--- src/rtl/fpu_pkg.sv ---
// Shared constants and types for the FP add/sub round-and-pack stage.
package fpu_pkg;

  localparam int FLG_NV = 4;
  localparam int FLG_DZ = 3;
  localparam int FLG_OF = 2;
  localparam int FLG_UF = 1;
  localparam int FLG_NX = 0;

  localparam logic [31:0] QNAN_CANON     = 32'h7FC00000;
  localparam logic [7:0]  EXP_MAX        = 8'hFF;
  localparam logic [30:0] MAX_FINITE_MAG = 31'h7F7FFFFF;

  // Mantissa layout from unit_normalize: carry, hidden, 23-bit fraction, G, R, S
  localparam int MANT_W   = 28;
  localparam int M_CARRY  = 27;
  localparam int M_HIDDEN = 26;
  localparam int M_LSB    = 3;
  localparam int M_G      = 2;
  localparam int M_R      = 1;
  localparam int M_S      = 0;

  typedef enum logic [2:0] {
    RM_RNE = 3'd0,
    RM_RTZ = 3'd1,
    RM_RDN = 3'd2,
    RM_RUP = 3'd3,
    RM_RMM = 3'd4
  } rm_e;

endpackage

--- src/rtl/fpu_round_inc.sv ---
// Rounding increment decision for one mantissa; encodings 5-7 fall back to RNE.
module fpu_round_inc
  import fpu_pkg::*;
(
  input  logic lsb,
  input  logic g,
  input  logic r,
  input  logic s,
  input  logic sign,
  input  rm_e  rm,
  output logic inc,
  output logic inexact
);

  always_comb begin
    inexact = g | r | s;
    case (rm)
      RM_RTZ:  inc = 1'b0;
      RM_RDN:  inc = inexact & sign;
      RM_RUP:  inc = inexact & ~sign;
      RM_RMM:  inc = g;
      default: inc = g & (r | s | lsb);
    endcase
  end

endmodule

--- src/rtl/fpu_round_pack.sv ---
// Two-stage round-and-pack to IEEE-754 binary32 with valid/ready and sticky flags.
// Define ROUND_MODES_EN to add the i_rm port and directed rounding modes.
module fpu_round_pack
  import fpu_pkg::*;
#(
  parameter bit FLUSH_UF = 1'b1
) (
  input  logic              i_clk,
  input  logic              i_rst_n,
  input  logic              i_valid,
  output logic              o_ready,
  input  logic              i_sign,
  input  logic              i_nan,
  input  logic [7:0]        i_exp,
  input  logic [MANT_W-1:0] i_mant,
  input  logic              i_ov_fl,
  input  logic              i_un_fl,
  output logic              o_valid,
  input  logic              i_ready,
  output logic [31:0]       o_result,
  output logic [4:0]        o_flags,
`ifdef ROUND_MODES_EN
  input  logic [2:0]        i_rm,
`endif
  input  logic              i_fflags_clr,
  output logic [4:0]        o_fflags
);

  logic              s1_v, s2_v, s2_ready;
  logic              s1_sign, s1_nan, s1_ov, s1_un;
  logic [7:0]        s1_exp;
  logic [MANT_W-1:0] s1_mant;
  rm_e               rm_cur;

  assign s2_ready = ~s2_v | i_ready;
  assign o_ready  = ~s1_v | s2_ready;
  assign o_valid  = s2_v;

`ifdef ROUND_MODES_EN
  logic [2:0] s1_rm;
  assign rm_cur = rm_e'(s1_rm);
`else
  assign rm_cur = RM_RNE;
`endif

  always_ff @(posedge i_clk) begin
    if (!i_rst_n) begin
      s1_v <= 1'b0;
    end else if (o_ready) begin
      s1_v <= i_valid;
      if (i_valid) begin
        s1_sign <= i_sign;
        s1_nan  <= i_nan;
        s1_exp  <= i_exp;
        s1_mant <= i_mant;
        s1_ov   <= i_ov_fl;
        s1_un   <= i_un_fl;
`ifdef ROUND_MODES_EN
        s1_rm   <= i_rm;
`endif
      end
    end
  end

  // A set carry bit means the value is one binade high; fold the lost bit into sticky.
  logic [MANT_W-1:0] m_fix;
  logic [8:0]        e_fix;

  always_comb begin
    m_fix = s1_mant;
    e_fix = {1'b0, s1_exp};
    if (s1_mant[M_CARRY]) begin
      m_fix      = {1'b0, s1_mant[MANT_W-1:1]};
      m_fix[M_S] = s1_mant[1] | s1_mant[0];
      e_fix      = e_fix + 9'd1;
    end
  end

  logic inc, inexact;

  fpu_round_inc u_round_inc (
    .lsb     (m_fix[M_LSB]),
    .g       (m_fix[M_G]),
    .r       (m_fix[M_R]),
    .s       (m_fix[M_S]),
    .sign    (s1_sign),
    .rm      (rm_cur),
    .inc     (inc),
    .inexact (inexact)
  );

  logic [24:0] sum;
  logic [8:0]  e_rnd;
  logic [22:0] frac;
  logic [31:0] ovf_res, res;
  logic        zero_sign;
  logic [4:0]  flg;

  assign sum   = {1'b0, m_fix[M_HIDDEN:M_LSB]} + {24'd0, inc};
  assign e_rnd = e_fix + {8'd0, sum[24]};
  assign frac  = sum[24] ? 23'd0 : sum[22:0];

`ifdef ROUND_MODES_EN
  logic to_max;
  assign to_max    = (rm_cur == RM_RTZ) || (rm_cur == RM_RDN && !s1_sign) ||
                     (rm_cur == RM_RUP && s1_sign);
  assign ovf_res   = to_max ? {s1_sign, MAX_FINITE_MAG} : {s1_sign, EXP_MAX, 23'd0};
  assign zero_sign = (rm_cur == RM_RDN);
`else
  assign ovf_res   = {s1_sign, EXP_MAX, 23'd0};
  assign zero_sign = 1'b0;
`endif

  always_comb begin
    res         = {s1_sign, e_rnd[7:0], frac};
    flg         = '0;
    flg[FLG_NX] = inexact;
    flg[FLG_DZ] = 1'b0;
    if (s1_nan) begin
      res         = QNAN_CANON;
      flg         = '0;
      flg[FLG_NV] = 1'b1;
    end else if (s1_ov || e_rnd >= {1'b0, EXP_MAX}) begin
      res         = ovf_res;
      flg         = '0;
      flg[FLG_OF] = 1'b1;
      flg[FLG_NX] = 1'b1;
    end else if (FLUSH_UF && (s1_un || e_rnd == 9'd0)) begin
      flg = '0;
      if (s1_un && s1_mant == '0) begin
        res = {zero_sign, 31'd0};
      end else begin
        res         = {s1_sign, 31'd0};
        flg[FLG_UF] = 1'b1;
        flg[FLG_NX] = 1'b1;
      end
    end
  end

  // Clear and a same-cycle handshake combine so the departing beat's flags are kept.
  always_ff @(posedge i_clk) begin
    if (!i_rst_n) begin
      s2_v     <= 1'b0;
      o_result <= '0;
      o_flags  <= '0;
      o_fflags <= '0;
    end else begin
      if (s2_ready) begin
        s2_v <= s1_v;
        if (s1_v) begin
          o_result <= res;
          o_flags  <= flg;
        end
      end
      o_fflags <= (i_fflags_clr ? 5'd0 : o_fflags) | ((s2_v && i_ready) ? o_flags : 5'd0);
    end
  end

endmodule

--- config.mk ---
export PLATFORM = sky130hd
export DESIGN_NAME = fpu_round_pack
export DESIGN_NICKNAME = d
export VERILOG_FILES = /design/src/rtl/fpu_pkg.sv /design/src/rtl/fpu_round_inc.sv /design/src/rtl/fpu_round_pack.sv
export SDC_FILE = /design/constraint.sdc
export NUM_CORES = 1
export LEC_CHECK = 0
export ABC_CLOCK_PERIOD_IN_PS = 10330
export BUFFER_PORTS_ARGS = -buffer_cell sky130_fd_sc_hd__buf_2
export CORE_ASPECT_RATIO = 1.75
export CORE_MARGIN = 1.5
export CORE_UTILIZATION = 55
export DETAILED_ROUTE_END_ITERATION = 10
export PLACE_DENSITY = 0.83
export SETUP_SLACK_MARGIN = 0.1
export SLEW_MARGIN = 30
export SYNTH_ARGS = -nofsm -noshare
export SYNTH_HDL_FRONTEND = slang
export SYNTH_HIERARCHICAL = 1
export SYNTH_SLANG_ARGS = --single-unit
export TNS_END_PERCENT = 50
--- constraint.sdc ---
create_clock -name i_clk -period 10.33 [get_ports i_clk]
set_input_delay 0 -clock i_clk [delete_from_list [all_inputs] [get_ports i_clk]]
set_output_delay 0 -clock i_clk [all_outputs]
set_load 0.05 [all_outputs]
Yosys cells after proc, flatten, opt, wreduce, memory -nomap -nowiden
Index checks and enable logic that the tools add are counted.
{ "word_totals": {"register_bits": 84, "elab_cells": 47, "output_inout_bits": 44, "inputBits": 45} }
{ "op_classes": {"n_bitwise": 11, "n_lt_le_gt_ge": 1, "add_sub_neg": 3, "mux": 13, "reduce_logical": 8} }
{ "ops": {"columns": ["op", "count"], "rows": [
  ["2-to-1 mux 32 bit", 4],
  ["zero test 28 bit", 1],
  ["2-to-1 mux 27 bit", 1],
  ["adder 24 x 1 -> 25 bit", 1],
  ["2-to-1 mux 23 bit", 1],
  ["2-to-1 mux 5 bit", 3],
  ["adder 8 x 1 -> 9 bit (second input constant)", 1],
  ["adder 9 x 1 -> 9 bit", 1],
  [">= comparator 9 x 8 -> 1 bit (second input constant)", 1],
  ["zero test 9 bit", 1],
  ["2-to-1 mux 9 bit", 1],
  ["bitwise OR 1 bit", 7],
  ["bitwise OR 5 bit", 1],
  ["2-to-1 mux 2 bit", 2],
  ["2-to-1 mux 3 bit", 1],
  ["AND reduction 3 bit", 1],
  ["logical AND 1 bit", 2],
  ["logical OR 1 bit", 2],
  ["inverter 1 bit", 2],
  ["AND reduction 2 bit", 1],
  ["AND 1 bit", 1]
]} }

Longest topological paths before layout
{ "depth": {"word_depth": 12, "depth_mapped": 28, "ltp_nobuf": 21} }

Modules after synthesis
The synthesis kept the hierarchy.
{ "by_module_without_submodules": {"columns": ["mod", "seq_area_each_um2", "n_inst", "area_each_um2", "cells_each"], "rows": [
  ["fpu_round_pack", 2042.0, 1, 4272.8, 411],
  ["fpu_round_inc", 0.0, 1, 58.8, 9]
]} }

Worst setup path before layout
No wires, ideal clock.
{ "synth_timing": {"kind": "reg2reg", "start": "register s1_mant[27]", "end": "register o_result[10]", "period_less_slack_ns": 5.526, "arrival_time_ns": 5.409, "setup_ns": 0.117, "setup_slack_ns": 4.804, "n_path_buf": 7, "t_required_ns": 10.213, "path_stages_with_launch": 29, "path_cell_list": "edfxtp_1 buf_4 buf_6 clkbuf_1 buf_1 clkbuf_1 a21o_1 or3_1 o211ai_2 a31oi_1 ha_1 ha_1 nand3_1 nor3b_2 and3_1 buf_2 nand2_1 nor3_1 ha_1 ha_1 nand2_1 o21ai_1 nand2_1 o21ai_1 nand4_1 o211ai_2 nor3_4 buf_6 a22o_1"} }
{ "synth_via": {"elab_chain_len": 11, "word_cells_on_any_way": 15, "classes_between": "2 x add/sub; 1 x order compare; 6 x mux; 3 x bitwise; 3 x reduce/logical"} }
{ "synth_rtl": {"columns": ["element", "line_no", "rtl"], "rows": [
  ["from (decl)", "fpu_round_pack.sv:32", "logic [MANT_W-1:0] s1_mant;"],
  ["from (signal assigned)", "fpu_round_pack.sv:55", "s1_mant <= i_mant;"],
  ["2-to-1 mux 27 bit *", "fpu_round_pack.sv:72", "if (s1_mant[M_CARRY]) begin"],
  ["named net m_fix[0]", "fpu_round_pack.sv:66", "logic [MANT_W-1:0] m_fix;"],
  ["bitwise OR 1 bit * (2 in a row)", "fpu_round_inc.sv:22", "default: inc = g & (r | s | lsb);"],
  ["AND 1 bit *", "fpu_round_inc.sv:22", null],
  ["named net inc", "fpu_round_pack.sv:79", "logic inc, inexact;"],
  ["adder 24 x 1 -> 25 bit *", "fpu_round_pack.sv:99", "assign sum = {1'b0, m_fix[M_HIDDEN:M_LSB]} + {24'd0, inc};"],
  ["branches (longest 4 deep; another with adder 9 x 1 -> 9 bit)", null, null],
  ["2-to-1 mux 32 bit *", "fpu_round_pack.sv:123", "end else if (s1_ov || e_rnd >= {1'b0, EXP_MAX}) begin"],
  ["2-to-1 mux 32 bit *", "fpu_round_pack.sv:119", "if (s1_nan) begin"],
  ["to (signal assigned)", "fpu_round_pack.sv:151", "o_result <= res;"],
  ["to (decl)", "fpu_round_pack.sv:20", "output logic [31:0] o_result,"]
]} }
Mark *: on every way through the listed nets, which the timed path passes.
A chain may end at the register's enable or synchronous reset.

Final worst setup path
{ "layout_timing": {"start": "register s1_mant[27]", "end": "register o_result[6]"} }
{ "layout_via": {"word_cells_on_any_way": 15, "classes_between": "2 x add/sub; 1 x order compare; 6 x mux; 3 x bitwise; 3 x reduce/logical"} }
{ "layout_rtl": {"columns": ["element", "line_no"], "rows": [
  ["2-to-1 mux 27 bit *", "fpu_round_pack.sv:72"],
  ["named net m_fix[3]", "fpu_round_pack.sv:66"],
  ["bitwise OR 1 bit *", "fpu_round_inc.sv:22"],
  ["AND 1 bit *", "fpu_round_inc.sv:22"],
  ["named net inc", "fpu_round_pack.sv:79"],
  ["adder 24 x 1 -> 25 bit *", "fpu_round_pack.sv:99"],
  ["branches (longest 4 deep; another with adder 9 x 1 -> 9 bit)", null],
  ["2-to-1 mux 32 bit *", "fpu_round_pack.sv:123"],
  ["2-to-1 mux 32 bit *", "fpu_round_pack.sv:119"]
]} }
Marks and branches as above.

==> results by group <==
Outcome
  • Outcome: finished, final reports clean

Global routing
  • Vias in the first global route: between 3000 and 4000
  • Final global-route overflow total: 0
  • First-pass GRT wire length: between 15000 and 20000 um
  • Pin count of the biggest net entering global routing: 63
  • Global-route usage over all layers: 0.255
  • Initial antenna violation count: 0

Layout
  • ANT cells: 0
  • # fillers: approximately 560
  • Share of layout cells above drive strength 1: 0.227
  • Fin nets: between 500 and 600
  • Area Growth Syn to Fin: 26.1%

CTS
  • Root buffer cell: clkbuf_16
  • Clock buffer depth: 2
  • Post_cts resized: 0
  • Clock Sinks: 82
  • Clock-pin slew on the worst setup and hold paths: 0.06 ns
  • CTS tree: yes
  • Worst-Skew Late Latency: ~0.34 ns
  • H-Tree Depth: 3
  • Post-CTS Setup Inserts: 0
  • CTS Buf Count: 9

Timing
  • Skew final: between 0.004 and 0.005 ns
  • Fmax achieved: 0.168 GHz
  • Worst setup margin: 4.38 ns
  • RSZ-0062 raised after global routing: no
  • Pins Over Slew Limit: 0
  • Final min period: just under 6 ns
  • Slew of the pin with the lowest slew margin: between 0.8 and 0.9 ns
  • Worst slew margin: 0.430
  • Final Cycle Share: 0.576
  • Setup_tns: 0 ns
  • Final Hold Viols: 0
  • Final setup fails: 0

Power and ir drop
  • Power Total: 762 uW
  • Peak supply drop: approximately 0.00012 V
  • Leak Pwr: approximately 0.0022 uW
  • Power Dens Cells: about 140 nW/um^2

Worst setup path
  • Worst path depth: 22
  • CP arrival: 6.22 ns
  • Worst path most repeated cell: ha_1
  • Reg2Reg Setup Slack: between 4 and 5 ns
  • CP required: 10.60 ns
  • WS Path Type: flip-flop to flip-flop
  • CP peak stage delay: approximately 0.70 ns
  • Critical Path Start: s1_mant[27]$_DFFE_PP_
  • CP cell instances: buf_4 > mux2_2 > or3_1 > o211ai_2 > a31oi_1 > ha_1 > ha_1 > nand3_1 > nor3b_2 > and3_1 > nand2_1 > nor3_1 > ha_1 > ha_1 > nand2_1 > o21ai_1 > nand2_1 > o21ai_1 > o21ai_0 > a41o_1 > nor3_4 > a22o_1
  • CP Max Fanout: 62
  • Slowest stage cell, crit path: nor3_4
  • R2R Path End: o_result[6]$_SDFFE_PN0P_
  • CP endpoint: o_result[6]$_SDFFE_PN0P_
  • Critical R2R Launch: s1_mant[27]$_DFFE_PP_
  • CP delay by family, top: simple AND/OR/NAND/NOR gates
  • Buf/Inv on CP: 1
  • CP Capture Type: flip-flop
  • Register-to-Register Path Depth: 22
  • CP Launch Type: flip-flop

Hold path
  • Hold WC Path Type: primary input to flip-flop
  • Hold_sp: i_ready

Detailed routing
  • Pre-antenna DRT Iters: 4
  • Initial DRC Count: 249
  • Via count: 3635
  • Residual DRC: 0
  • Via density: 5.76
  • Final ANT Viol Nets: 0
  • Routed wire length: ~10000 um
  • DR WL/cell: 16.2 um

Die
  • Io pins: between 80 and 90
  • Total die area: around 8400 um^2
  • Core area: 7620 um^2
  • Die width: 70.1 um
  • Die Y: 120 um
  • Initial Util: 0.568
  • Core Rows: between 40 and 50

Placement
  • GP Congestion: 0.868
  • DPL Wire Length: around 7000 um
  • Place WS: 4.47 ns
  • Buffers on Ports: 86

Synthesis
  • EDFF count, synth: 40
  • Syn Inst Count: 420
  • Yosys reg bits: 82
  • Post-synth ARST share: 0
  • Post-synth cell types: 60
  • Syn Area/Cell: between 10 and 15 um^2
  • Post-synthesis sequential area ratio: 0.471
  • Ys flop type: dfxtp_1
  • Netlist Area Pre-Place: approximately 4300 um^2
  • Yosys Warn Count: 6

Job
  • Max Cap Violations: 0
-- worst reg2reg max path: stages, from the launching register on --
cell and delay, ns:
edfxtp_1 0.33, buf_4 0.53, mux2_2 0.31, or3_1 0.13, o211ai_2 0.09, a31oi_1 0.17, ha_1 0.23, ha_1 0.23
nand3_1 0.14, nor3b_2 0.39, and3_1 0.35, nand2_1 0.09, nor3_1 0.27, ha_1 0.27, ha_1 0.23, nand2_1 0.07
o21ai_1 0.28, nand2_1 0.16, o21ai_1 0.24, o21ai_0 0.13, a41o_1 0.31, nor3_4 0.70, a22o_1 0.24
-- worst min-delay path by stage --
stage | endpoint | slack [ns] | cells past startpoint
global placement | s1_exp[6]$_DFFE_PP_ | 0.18 | 1
CTS | o_fflags[0]$_SDFF_PN0_ | 0.02 | 3
finish | o_fflags[0]$_SDFF_PN0_ | 0.03 | 3
detailed placement | s1_mant[24]$_DFFE_PP_ | 0.18 | 1
global route | o_fflags[0]$_SDFF_PN0_ | 0.04 | 3
floorplan | s1_exp[0]$_DFFE_PP_ | 0.1 | 0
-- through the flow --
| step | utilization | hold WS, ns | cell area [um^2] | instances |
|---|---|---|---|---|
| 2_1_floorplan | - | 0.0989 | 4360 | 428 |
| 3_3_place_gp | 0.624 | 0.177 | 4760 | 574 |
| 3_5_place_dp | 0.624 | 0.178 | 4760 | 574 |
| 4_1_cts | 0.717 | 0.0196 | 5460 | 631 |
| 5_1_grt | 0.717 | 0.0417 | 5460 | 631 |
| 6_report | 0.717 | 0.0261 | 5460 | 631 |
-- kinds of logic after synthesis --
| kind of cell | after synthesis | synth area share |
|---|---|---|
| compound gates | 90 | 0.154 |
| xor+xnor | 46 | 0.0930 |
| fa+ha+maj | 5 | 0.0144 |
| buf+inv | 34 | 0.0396 |
| flops | 82 | 0.471 |
| mux | 20 | 0.0482 |
| other cells | 1 | 0.000866 |
| simple gates | 142 | 0.179 |
-- placed cells by master, fill, tap and decap left out, drive strengths merged, types with 3 or more instances in the layout --
cell         count
xor2            25
clkinv           4
and2             6
and3             3
nand2           33
nand3           16
buf             87
nor3             9
xnor2           21
edfxtp          40
nor3b            4
a22o            22
ha               5
a32oi            4
mux2             7
a21oi           16
o211ai           3
nor2            26
o221a            5
mux2i           13
inv              5
dfxtp           42
nand2b           4
nor4             5
conb             9
clkbuf          11
nor2b           10
nand4            9
dlygate4sd3     41
nand3b           4
o21ai           21
-- what timing repair did --
item                                    4_1_cts  5_1_grt
endpoints found under the hold margin        41        0
hold buffers                                 41        0
endpoints found under the setup margin        0        0
-- cell usage after synthesis, drive strengths merged, types with 3 or more instances --
cell type | count | area share
ha | 5 | 0.014
nand3 | 16 | 0.020
nor3b | 4 | 0.0081
edfxtp | 40 | 0.28
nand4 | 9 | 0.014
nor3 | 9 | 0.013
dfxtp | 42 | 0.19
nand3b | 4 | 0.0069
mux2i | 13 | 0.030
and2 | 6 | 0.0087
clkbuf | 16 | 0.014
nor2b | 10 | 0.014
a21oi | 16 | 0.018
nand2b | 4 | 0.0058
o211ai | 3 | 0.0075
a32oi | 4 | 0.0081
nand2 | 33 | 0.029
o221a | 5 | 0.013
buf | 13 | 0.021
a22o | 22 | 0.044
nor2 | 26 | 0.023
and3 | 3 | 0.0043
inv | 5 | 0.0043
xor2 | 25 | 0.051
xnor2 | 21 | 0.042
nor4 | 5 | 0.0072
o21ai | 21 | 0.024
mux2 | 7 | 0.018
-- final cells by class --
type	instances	area [um^2]	area share
Inverter	5	18.8	0.00343
Clock buffer	11	253	0.0463
Sequential cell	82	2040	0.374
Tap cell	88	110	0.0202
Clock inverter	5	38.8	0.00710
Timing Repair Buffer	128	848	0.155
Multi-Input combinational cell	312	2150	0.394
-- power breakdown --
part | switching [uW] | internal, uW | total (uW)
logic | 53.5 | 39.3 | 92.8
registers | 13.2 | 354 | 367
clock network | 126 | 176 | 302
-- state kept, by name, indices dropped and copies added (netlist names) --
signal,flops
o_valid,1
o_result,32
s1_sign,1
s1_mant,28
s1_v,1
s1_un,1
s1_exp,8
o_flags,4
o_fflags,4
s1_nan,1
s1_ov,1
-- routing by layer --
layer  up-vias  part of all wire  global-route usage
met5         -                 0                   0
met3        20             0.039              0.0392
met2       109              0.55               0.473
li1       1784                 -                   -
met4         0             0.030               0.132
met1      1722              0.38               0.272
Power figures use the tool's default switching activity.
